--- config.mk ---
export PLATFORM = sky130hd
export DESIGN_NAME = kuyruk_sirayici
export DESIGN_NICKNAME = d
export VERILOG_FILES = /design/src/rtl/kuyruk_pkg.sv /design/src/rtl/kuyruk_adim.sv /design/src/rtl/kuyruk_sirayici.sv
export SDC_FILE = /design/constraint.sdc
export NUM_CORES = 1
export LEC_CHECK = 0
export BUFFER_PORTS_ARGS = -buffer_cell sky130_fd_sc_hd__clkbuf_2
export CAP_MARGIN = 20
export CORE_ASPECT_RATIO = 1.2
export CORE_MARGIN = 4
export CORE_UTILIZATION = 35
export CTS_BUF_LIST = sky130_fd_sc_hd__clkbuf_8
export CTS_CLUSTER_DIAMETER = 50
export DETAILED_ROUTE_END_ITERATION = 16
export HOLD_SLACK_MARGIN = 0.1
export PLACE_DENSITY = 0.63
export SLEW_MARGIN = 15
export SYNTH_ARGS = -nofsm -noshare
export SYNTH_HDL_FRONTEND = slang
export SYNTH_SLANG_ARGS = --single-unit
--- constraint.sdc ---
create_clock -name clk -period 5.2 [get_ports clk]
set_input_delay 1.56 -clock clk [delete_from_list [all_inputs] [get_ports clk]]
set_output_delay 1.56 -clock clk [all_outputs]
set_load 0.01 [all_outputs]
--- src/rtl/kuyruk_pkg.sv ---
// Shared definitions for the queue sequencer: state encoding, entry layout
// and the entry-count clamp.
package kuyruk_pkg;

    localparam int GIRDI_W     = 8;   // one queue entry
    localparam int SLOT_SAYISI = 4;   // entries held in the packed word
    localparam int KUYRUK_W    = GIRDI_W * SLOT_SAYISI;
    localparam int SAYI_W      = 3;

    // Field positions inside one entry: {veri[4:0], bekleme[2:0]}
    localparam int VERI_MSB    = 7;
    localparam int VERI_LSB    = 3;
    localparam int BEKLEME_MSB = 2;
    localparam int BEKLEME_LSB = 0;
    localparam int VERI_W      = VERI_MSB - VERI_LSB + 1;
    localparam int BEKLEME_W   = BEKLEME_MSB - BEKLEME_LSB + 1;

    // The head entry occupies the top byte of the queue word
    localparam int BAS_LSB     = KUYRUK_W - GIRDI_W;

    typedef enum logic [1:0] {
        BOSTA = 2'd0,
        BEKLE = 2'd1,
        CIKIS = 2'd2,
        BITTI = 2'd3
    } durum_t;

    // Counts above the slot count are treated as a full queue
    function automatic logic [SAYI_W-1:0] sayi_kisitla(input logic [SAYI_W-1:0] n);
        logic [SAYI_W-1:0] maks;
        maks = SAYI_W'(SLOT_SAYISI);
        return (n > maks) ? maks : n;
    endfunction

endpackage

--- src/rtl/kuyruk_adim.sv ---
// One combinational step of the queue: either pop the head (shift left by
// one entry, zero-fill, one fewer remaining) or count the head's wait down.
module kuyruk_adim
    import kuyruk_pkg::*;
(
    input  logic [KUYRUK_W-1:0] kuyruk,
    input  logic [SAYI_W-1:0]   kalan,
    input  logic                cek,
    output logic [KUYRUK_W-1:0] sonraki_kuyruk,
    output logic [SAYI_W-1:0]   sonraki_kalan,
    output logic                bekleme_sifir
);

    logic [BEKLEME_W-1:0] bas_bekleme;

    assign bas_bekleme   = kuyruk[BAS_LSB+BEKLEME_MSB:BAS_LSB+BEKLEME_LSB];
    assign bekleme_sifir = (bas_bekleme == '0);

    // Pop takes precedence; otherwise decrement the head wait, holding at zero
    always_comb begin
        sonraki_kuyruk = kuyruk;
        sonraki_kalan  = kalan;
        if (cek) begin
            sonraki_kuyruk = kuyruk << GIRDI_W;
            sonraki_kalan  = (kalan != '0) ? kalan - 1'b1 : '0;
        end else if (!bekleme_sifir) begin
            sonraki_kuyruk[BAS_LSB+BEKLEME_MSB:BAS_LSB+BEKLEME_LSB] = bas_bekleme - 1'b1;
        end
    end

endmodule

--- src/rtl/kuyruk_sirayici.sv ---
// Queue sequencer: loads up to four {data, wait} entries, counts each head
// entry's wait down, then offers its data on a valid/ready output and pops.
//
// Output handshake: cikis_gecerli is high only in CIKIS and, once high,
// cikan_veri stays constant until a rising edge sees cikis_gecerli and
// cikis_hazir both high; that edge is the transfer. cikan_veri is zero
// whenever cikis_gecerli is low. iptal outranks a transfer on the same edge.
module kuyruk_sirayici
    import kuyruk_pkg::*;
(
    input  logic                clk,
    input  logic                rst_n,
    input  logic                yukle,
    input  logic [KUYRUK_W-1:0] kuyruk_giris,
    input  logic [SAYI_W-1:0]   eleman_sayisi,
    input  logic                iptal,
    input  logic                cikis_hazir,
    output logic                cikis_gecerli,
    output logic [VERI_W-1:0]   cikan_veri,
    output logic [BEKLEME_W-1:0] cevrim_sayisi,
    output logic [SAYI_W-1:0]   kalan_sayi,
    output logic [KUYRUK_W-1:0] yeni_kuyruk,
    output logic                mesgul,
    output logic                bitti,
    output durum_t              durum_dbg
);

    durum_t              durum, durum_n;
    logic [KUYRUK_W-1:0] kuyruk_n;
    logic [SAYI_W-1:0]   kalan_n;
    logic [SAYI_W-1:0]   giris_sayi;

    logic                cek;
    logic [KUYRUK_W-1:0] adim_kuyruk;
    logic [SAYI_W-1:0]   adim_kalan;
    logic                bekleme_sifir;

    assign giris_sayi = sayi_kisitla(eleman_sayisi);
    assign cek        = (durum == CIKIS) && cikis_hazir;

    kuyruk_adim u_adim (
        .kuyruk         (yeni_kuyruk),
        .kalan          (kalan_sayi),
        .cek            (cek),
        .sonraki_kuyruk (adim_kuyruk),
        .sonraki_kalan  (adim_kalan),
        .bekleme_sifir  (bekleme_sifir)
    );

    // State, queue word and remaining count; reset discards everything
    always_ff @(posedge clk or negedge rst_n) begin
        if (!rst_n) begin
            durum       <= BOSTA;
            yeni_kuyruk <= '0;
            kalan_sayi  <= '0;
        end else begin
            durum       <= durum_n;
            yeni_kuyruk <= kuyruk_n;
            kalan_sayi  <= kalan_n;
        end
    end

    // Next-state and next-queue selection; abort overrides every other path
    always_comb begin
        durum_n  = durum;
        kuyruk_n = yeni_kuyruk;
        kalan_n  = kalan_sayi;
        case (durum)
            BOSTA: begin
                if (yukle) begin
                    kuyruk_n = kuyruk_giris;
                    kalan_n  = giris_sayi;
                    durum_n  = (giris_sayi == '0) ? BITTI : BEKLE;
                end
            end
            BEKLE: begin
                if (bekleme_sifir) begin
                    durum_n = CIKIS;
                end else begin
                    kuyruk_n = adim_kuyruk;
                end
            end
            CIKIS: begin
                if (cek) begin
                    kuyruk_n = adim_kuyruk;
                    kalan_n  = adim_kalan;
                    durum_n  = (adim_kalan == '0) ? BITTI : BEKLE;
                end
            end
            BITTI: begin
                durum_n = BOSTA;
            end
            default: begin
                durum_n = BOSTA;
            end
        endcase
        if (iptal && (durum != BOSTA)) begin
            durum_n  = BOSTA;
            kuyruk_n = '0;
            kalan_n  = '0;
        end
    end

    assign cikis_gecerli = (durum == CIKIS);
    assign cikan_veri    = cikis_gecerli ? yeni_kuyruk[BAS_LSB+VERI_MSB:BAS_LSB+VERI_LSB] : '0;
    assign cevrim_sayisi = yeni_kuyruk[BAS_LSB+BEKLEME_MSB:BAS_LSB+BEKLEME_LSB];
    assign mesgul        = (durum != BOSTA);
    assign bitti         = (durum == BITTI);
    assign durum_dbg     = durum;

endmodule

==> results.sh, run 1 <==
export IMPL_clock_sinks=37
export IMPL_io_pins=88
export IMPL_wirelength_mm=5.46
export IMPL_ant_nets=0
export IMPL_cts_reportedPaths_clkPinSlew_ns=0.08
export IMPL_hold_slack_ns=0.532
export IMPL_leakagePower_nw=1.39
export IMPL_tightest_slew_ns=0.950
export IMPL_antenna_found_initial=0
export IMPL_cp_max_fo=19
export IMPL_hold_end="yeni_kuyruk[27]"
export IMPL_postCtsSetupRepairBufs=0
export IMPL_route_vias_total=1756
export IMPL_clock_fmax_ghz=0.298
export IMPL_n_antenna_cell=0
export IMPL_overflow=0
export IMPL_drtPass1Iterations=4
export IMPL_syn_area_per_cell_sq_um=11.9
export IMPL_period_needed_ns=3.36
export IMPL_via_per_inst=5.05
export IMPL_stdcell_area_sq_um=2770
export IMPL_post_drt_wl_per_cell_um=15.7
export IMPL_syn_to_final_growth_pct=27.3
export IMPL_clk_latency_ns=0.29
export IMPL_cap_violations=0
export IMPL_syn_inst=182
export IMPL_ctsHtreeMaxLevel=2
export IMPL_gp_congestion=0.813
export IMPL_worst_path_dominant_cell_family="adder cells"
export IMPL_place_hpwl_mm=3.96
export IMPL_syn_cell_area_sq_um=2170
export IMPL_ys_seq_elements=37
export IMPL_r2r_end="yeni_kuyruk[31]"
export IMPL_worstPathArrival_ns=1.80
export IMPL_synth_edff_count=0
export IMPL_place_area_sq_um=2650
export IMPL_initial_core_util_pct=35.9
export IMPL_cpPeakStageDelay_ns=0.60
export IMPL_die_x_um=79.9
export IMPL_cts_tree="yes"
export IMPL_critical_path_required_ns=3.64
export IMPL_total_power_mw=1.87
export IMPL_finalMaxSlewViolations=0
export IMPL_worstPathBufferInverterCount=2
export IMPL_slowest_stage="ha_1"
export IMPL_period_share_pct=64.6
export IMPL_clk_path_buf_depth=2
export IMPL_yosysSeqAreaShare_pct=42.6
export IMPL_slew_headroom_pct=36.7
export IMPL_num_nets_final=311
export IMPL_drc_errors=0
export IMPL_num_rows=31
export IMPL_r2r_cells=7
export IMPL_rrSetupSlack_ns=2.65
export IMPL_min_delay_start="yeni_kuyruk[27]"
export IMPL_crit_path_start_kind="flop"
export IMPL_ir_drop_v=0.000293
export IMPL_grt_pass1_vias=1757
export IMPL_drt_iter0_markers=84
export IMPL_worstPathCellList="inv_1 -> ha_1 -> and2_1 -> clkbuf_2"
export IMPL_syn_num_nets=228
export IMPL_rsz0062_at_grt="false"
export IMPL_hold_viol_final=0
export IMPL_hold_buffers=0
export IMPL_hp_class="flop to flop"
export IMPL_yosysUniqueCellTypes=40
export IMPL_hold_depth=1
export IMPL_crit_type="flop to output port"
export IMPL_final_core_util_pct=45.7
export IMPL_die_area_sq_um=7540
export IMPL_cts_resized=0
export IMPL_ys_warn_count=0
export IMPL_final_layout_size_suffix_gt1_share_pct=45.5
export IMPL_grt_max_degree=38
export IMPL_die_height_um=94.3
export IMPL_numCtsBuffers=5
export IMPL_fin_setup_tns_ns=0
export IMPL_p_per_area_nw_per_um2=675
export IMPL_port_buffers=87
export IMPL_grt_pass1_wl_mm=8.76
export IMPL_status="finished, final reports clean"
export IMPL_r2r_start="durum_dbg[0]"
export IMPL_setup_viol=0
export IMPL_worstSetupEndpointType="output port"
export IMPL_grt_usage_pct=14.9
export IMPL_synth_flop_cell="dfrtp_1"
export IMPL_finalClockSkew_ns=0.00980
export IMPL_cts_root_buf="clkbuf_8"
export IMPL_core_sq_um=6050
export IMPL_synth_async_sr_flop_share_pct=100
stage by stage:
step                      setup slack [ns]  std cells
final                                 1.84        348
after global routing                  1.71        348
after CTS                             1.82        348
after detailed placement              2.15        340
after global placement                2.18        340
after floorplan                       2.27        182
state kept, by name (all words and copies together), names as in the netlist:
| signal | flops |
|---|---|
| yeni_kuyruk | 32 |
| durum_dbg | 2 |
| kalan_sayi | 3 |
worst max path at each step:
stage	end	cells after the start	start	slack (ns)
4_1_cts	cikan_veri[3]	4	durum_dbg[0]	1.82
3_3_place_gp	yeni_kuyruk[4]	6	cikis_hazir	2.18
2_1_floorplan	cikan_veri[0]	5	durum_dbg[0]	2.27
3_5_place_dp	yeni_kuyruk[31]	5	cikis_hazir	2.15
6_report	cikan_veri[3]	4	durum_dbg[0]	1.84
5_1_grt	cikan_veri[3]	4	durum_dbg[0]	1.71
Yosys cell counts (3+ instances only):
| master | n | area [sq um] |
|---|---|---|
| a21oi_1 | 5 | 25.0 |
| o211ai_1 | 3 | 22.5 |
| inv_1 | 10 | 37.5 |
| a22o_1 | 8 | 70.1 |
| ha_1 | 6 | 75.1 |
| clkbuf_1 | 4 | 15.0 |
| mux2i_1 | 25 | 250 |
| nor2_1 | 4 | 15.0 |
| buf_2 | 4 | 20.0 |
| and2_1 | 6 | 37.5 |
| nand3_1 | 6 | 30.0 |
| dfrtp_1 | 37 | 926 |
| o2bb2ai_2 | 20 | 300 |
| nand2b_1 | 4 | 25.0 |
| buf_4 | 3 | 22.5 |
| o21ai_0 | 4 | 20.0 |
| o2bb2ai_1 | 4 | 35.0 |
report_power, final:
group / leakage [nW] / switching [mW] / internal, mW / total, mW
Sequential: 0.489 / 0.0963 / 0.386 / 0.483
Clock: 0.0574 / 0.107 / 0.156 / 0.263
Combinational: 0.839 / 0.648 / 0.473 / 1.12
layout make-up:
| class | count | area, sq um |
|---|---|---|
| Clock buffer | 6 | 82.6 |
| Clock inverter | 2 | 37.5 |
| Fill cell | 590 | 3290 |
| Inverter | 10 | 37.5 |
| Multi-Input combinational cell | 122 | 1130 |
| Sequential cell | 37 | 926 |
| Tap cell | 82 | 103 |
| Timing Repair Buffer | 89 | 450 |
cells in the final DEF (no fill, tap or decap), types with 5 or more instances in the layout:
master	Yosys	routed
clkbuf_8	0	6
a21oi_1	5	5
mux2i_1	25	25
inv_1	10	10
a22o_1	8	8
ha_1	6	6
dfrtp_1	37	37
and2_1	6	6
nand3_1	6	6
o2bb2ai_2	20	20
clkbuf_2	0	87
cell families (layout without fill, tap and decap cells):
group / after synthesis / count (layout) / share of synthesized area [%]
DFF: 37 / 37 / 42.6
and+or+nand+nor: 35 / 35 / 10.5
buffers and inverters: 23 / 107 / 5.41
adders and majority gates: 6 / 6 / 3.46
muxes: 27 / 27 / 12.6
AOI/OAI and AO/OA: 53 / 53 / 25.1
xor gates and xnor gates: 1 / 1 / 0.403
routing by layer:
layer	part of all wire [%]	wire length [um]	vias up	GRT usage, %
li1	-	-	849	-
met1	45	2450	841	19.1
met2	47	2560	58	23.3
met3	6.3	343	8	4.32
met4	1.9	105	0	5.92
met5	0	0	-	0
Power figures use the tool's default switching activity.
==> inputs of run 2 (changes only) <==
Clock period 5.2 ns to 3.4 ns, I/O delays scaled along.
==> results.sh, run 2 (same netlist as run 1, synthesis figures left out) <==
export IMPL_status="finished, final reports clean"
export IMPL_drtPass1Iterations=4
export IMPL_largest_register_ffs=32
export IMPL_drt_iter0_markers=61
export IMPL_ctsHtreeMaxLevel=2
export IMPL_ir_drop_v=0.000445
export IMPL_finalMaxSlewViolations=0
export IMPL_die_height_um=94.3
export IMPL_grt_max_degree=38
export IMPL_setup_viol=0
export IMPL_final_fill_count=573
export IMPL_period_needed_ns=2.76
export IMPL_num_rows=31
export IMPL_grt_pass1_wl_mm=8.42
export IMPL_grt_usage_pct=14.3
export IMPL_rsz0062_at_grt="false"
export IMPL_gp_congestion=0.799
export IMPL_clk_latency_ns=0.28
export IMPL_drc_errors=0
export IMPL_worstSetupEndpointType="output port"
export IMPL_clock_fmax_ghz=0.362
export IMPL_die_area_sq_um=7540
export IMPL_cts_tree="yes"
export IMPL_grt_pass1_vias=1730
export IMPL_final_layout_size_suffix_gt1_share_pct=45.5
export IMPL_initial_core_util_pct=35.9
export IMPL_hold_depth=1
export IMPL_syn_to_final_growth_pct=27.3
export IMPL_worstPathArrival_ns=1.74
export IMPL_rrSetupSlack_ns=0.99
export IMPL_min_delay_start="yeni_kuyruk[27]"
export IMPL_largest_register="yeni_kuyruk"
export IMPL_cts_reportedPaths_clkPinSlew_ns=0.08
export IMPL_p_per_area_nw_per_um2=1030
export IMPL_cp_max_fo=19
export IMPL_finalClockSkew_ns=0.00467
export IMPL_num_nets_final=311
export IMPL_postCtsSetupRepairBufs=0
export IMPL_final_common_cell="clkbuf_2"
export IMPL_leakagePower_nw=1.39
export IMPL_hold_buffers=0
export IMPL_clock_sinks=37
export IMPL_io_pins=88
export IMPL_critical_path_required_ns=2.38
export IMPL_cts_root_buf="clkbuf_8"
export IMPL_r2r_start="durum_dbg[0]"
export IMPL_slew_headroom_pct=38.3
export IMPL_crit_path_start_kind="flop"
export IMPL_route_vias_total=1736
export IMPL_antenna_found_initial=0
export IMPL_core_sq_um=6050
export IMPL_final_cell_mix="87 x clkbuf_2, 37 x dfrtp_1, 25 x mux2i_1, 20 x o2bb2ai_2, 10 x inv_1"
export IMPL_overflow=0
export IMPL_r2r_end="yeni_kuyruk[7]"
export IMPL_post_drt_wl_per_cell_um=15.2
export IMPL_via_per_inst=4.99
export IMPL_cap_violations=0
export IMPL_die_x_um=79.9
export IMPL_period_share_pct=81.2
export IMPL_place_area_sq_um=2650
export IMPL_n_antenna_cell=0
export IMPL_ant_nets=0
export IMPL_hold_end="yeni_kuyruk[27]"
export IMPL_fin_setup_tns_ns=0
export IMPL_port_buffers=87
export IMPL_tightest_slew_ns=0.925
export IMPL_hold_viol_final=0
export IMPL_stdcell_area_sq_um=2770
export IMPL_cts_resized=0
export IMPL_r2r_cells=7
export IMPL_crit_type="flop to output port"
export IMPL_numCtsBuffers=5
export IMPL_clk_path_buf_depth=2
export IMPL_hp_class="flop to flop"
export IMPL_wirelength_mm=5.30
export IMPL_place_hpwl_mm=3.86
[run 2: cell counts in the layout (fill, tap and decap cells not counted)]
Identical to the previous run, type by type.
[run 2: area by class of cell]
cell class                 instances  area, sq um  share of cell area (%)
inverter                          10         37.5                    1.36
clock buffer                       6         82.6                    2.99
timing repair buffer              89          450                    16.3
sequential                        37          926                    33.5
multi-input combinational        122         1130                    40.8
tap                               82          103                    3.71
clock inverter                     2         37.5                    1.36
[run 2: through the flow]
stage	std cells	hold slack (ns)	power (mW)	util (%)	setup WS, ns
2_1_floorplan	182	0.534	2.08	-	1.01
3_3_place_gp	340	0.508	2.45	43.7	0.908
3_5_place_dp	340	0.510	2.47	43.7	0.910
4_1_cts	348	0.533	2.88	45.7	0.602
5_1_grt	348	0.547	3.06	45.7	0.450
6_report	348	0.532	2.85	45.7	0.638
[run 2: per-layer routing]
| layer | track usage, % | wire, um |
|---|---|---|
| met3 | 3.17 | 310 |
| met4 | 4.65 | 72 |
| met1 | 18.8 | 2390 |
| met2 | 23.0 | 2530 |
| met5 | 0 | 0 |
[run 2: worst max path at each step]
stage,from,end,slack (ns),cells after the start
finish,durum_dbg[0],cikan_veri[3],0.64,4
global route,durum_dbg[0],cikan_veri[3],0.45,4
CTS,durum_dbg[0],cikan_veri[3],0.60,4
detailed placement,cikis_hazir,yeni_kuyruk[31],0.91,5
global placement,cikis_hazir,yeni_kuyruk[7],0.91,6
floorplan,durum_dbg[0],cikan_veri[0],1.01,5
[run 2: worst max-delay path, stage by stage, from the launching register on]
cell and delay, ns:
dfrtp_1 0.44, inv_1 0.12, ha_1 0.55, and2_1 0.21, clkbuf_2 0.13
[run 2: power by group]
part           switching, mW  internal [mW]  total [mW]
clock network          0.162          0.239       0.401
registers              0.149          0.591       0.739
logic                  0.983          0.725        1.71
total                   1.29           1.55        2.85
==> inputs of run 3 (changes only) <==
Clock period 3.4 ns to 2.65 ns, I/O delays scaled along.
==> results.sh, run 3 (same netlist as run 1, synthesis figures left out) <==
export IMPL_status="finished, final reports clean"
export IMPL_hold_slack_ns=0.476
export IMPL_period_needed_ns=2.44
export IMPL_r2r_start="durum_dbg[0]"
export IMPL_ir_drop_v=0.000802
export IMPL_grt_pass1_wl_mm=8.45
export IMPL_core_sq_um=6050
export IMPL_grt_pass1_vias=1735
export IMPL_overflow=0
export IMPL_place_hpwl_mm=3.98
export IMPL_cts_tree="yes"
export IMPL_place_ws_ns=0.389
export IMPL_fin_setup_tns_ns=0
export IMPL_wirelength_mm=5.34
export IMPL_grt_max_degree=30
export IMPL_setup_viol=0
export IMPL_seq_area_sq_um=926
export IMPL_final_common_cell="clkbuf_2"
export IMPL_final_cell_mix="87 x clkbuf_2, 37 x dfrtp_1, 25 x mux2i_1, 20 x o2bb2ai_2, 10 x inv_1"
export IMPL_initial_core_util_pct=35.9
export IMPL_hp_class="input port to asynchronous set/reset pin"
export IMPL_fin_ws_ns=0.207
export IMPL_gp_congestion=0.843
export IMPL_drc_errors=0
export IMPL_r2r_cells=7
export IMPL_multi_input_area_sq_um=1130
export IMPL_clk_path_buf_depth=2
export IMPL_grt_usage_pct=14.4
export IMPL_port_buffers=87
export IMPL_largest_register_ffs=32
export IMPL_syn_to_final_growth_pct=29.1
export IMPL_crit_type="flop to output port"
export IMPL_cts_resized=0
export IMPL_cp_max_fo=14
export IMPL_final_fill_count=582
export IMPL_route_vias_total=1718
export IMPL_num_nets_final=314
export IMPL_drtPass1Iterations=3
export IMPL_largest_register="yeni_kuyruk"
export IMPL_clk_latency_ns=0.29
export IMPL_period_share_pct=92.2
export IMPL_numCtsBuffers=5
export IMPL_post_drt_wl_per_cell_um=15.2
export IMPL_worstPathArrival_ns=1.65
export IMPL_p_per_area_nw_per_um2=1330
export IMPL_n_antenna_cell=0
export IMPL_die_x_um=79.9
export IMPL_finalClockSkew_ns=0.00557
export IMPL_cts_reportedPaths_clkPinSlew_ns=0.08
export IMPL_leakagePower_nw=1.41
export IMPL_crit_path_start_kind="flop"
export IMPL_ant_nets=0
export IMPL_final_layout_size_suffix_gt1_share_pct=46.1
export IMPL_via_per_inst=4.89
export IMPL_r2r_end="yeni_kuyruk[7]"
export IMPL_postCtsSetupRepairBufs=0
export IMPL_tightest_slew_ns=0.555
export IMPL_die_area_sq_um=7540
export IMPL_antenna_found_initial=0
export IMPL_clock_sinks=37
export IMPL_worstSetupEndpointType="output port"
export IMPL_rrSetupSlack_ns=0.45
export IMPL_die_height_um=94.3
export IMPL_clock_fmax_ghz=0.409
export IMPL_cts_root_buf="clkbuf_8"
export IMPL_rsz0062_at_grt="false"
export IMPL_io_pins=88
export IMPL_hold_buffers=0
export IMPL_ctsHtreeMaxLevel=2
export IMPL_slew_headroom_pct=63.0
export IMPL_drt_iter0_markers=95
export IMPL_finalMaxSlewViolations=0
export IMPL_cap_violations=0
export IMPL_num_rows=31
export IMPL_critical_path_required_ns=1.86
export IMPL_hold_viol_final=0
run 3: area by class of cell:
cell class | count | area share, %
multi-input cells | 122 | 40.2
flip-flops and latches | 37 | 33.0
repair buffers | 92 | 16.9
well taps | 82 | 3.66
clock buffers | 5 | 2.45
clock inverters | 3 | 2.45
inverters | 10 | 1.34
run 3: how the worst max path moves through the flow:
stage / startpoint / end / slack, ns
2_1_floorplan: durum_dbg[0] / yeni_kuyruk[10] / 0.45
3_3_place_gp: cikis_hazir / yeni_kuyruk[31] / 0.41
3_5_place_dp: cikis_hazir / yeni_kuyruk[31] / 0.39
4_1_cts: durum_dbg[0] / cikan_veri[1] / 0.19
5_1_grt: durum_dbg[0] / cikan_veri[1] / 0.09
6_report: durum_dbg[0] / cikan_veri[1] / 0.21
run 3: power breakdown:
part	switching (mW)	internal, mW	leakage [nW]
sequential	0.185	0.758	0.489
clock	0.214	0.379	0.0687
combinational	1.26	0.938	0.854
run 3: routing by layer:
layer,global-route usage (%),share of wire [%],wire length [um],vias up
li1,-,-,-,850
met1,18.1,44,2340,807
met2,22.9,48,2550,55
met3,4.41,7.2,383,6
met4,5.49,1.2,65,0
met5,0,0,0,-
run 3: metrics by stage:
stage / util [%] / std cells / power, mW / instance area, sq um
2_1_floorplan: - / 182 / 2.67 / 2170
3_3_place_gp: 44.1 / 343 / 3.15 / 2670
3_5_place_dp: 44.1 / 343 / 3.18 / 2670
4_1_cts: 46.4 / 351 / 3.79 / 2810
5_1_grt: 46.4 / 351 / 4.00 / 2810
6_report: 46.4 / 351 / 3.74 / 2810
run 3: worst max-delay path: stages, from the launching register on:
cell	delay, ns
dfrtp_1	0.44
inv_1	0.12
ha_1	0.28
buf_4	0.24
and2_1	0.15
clkbuf_2	0.13
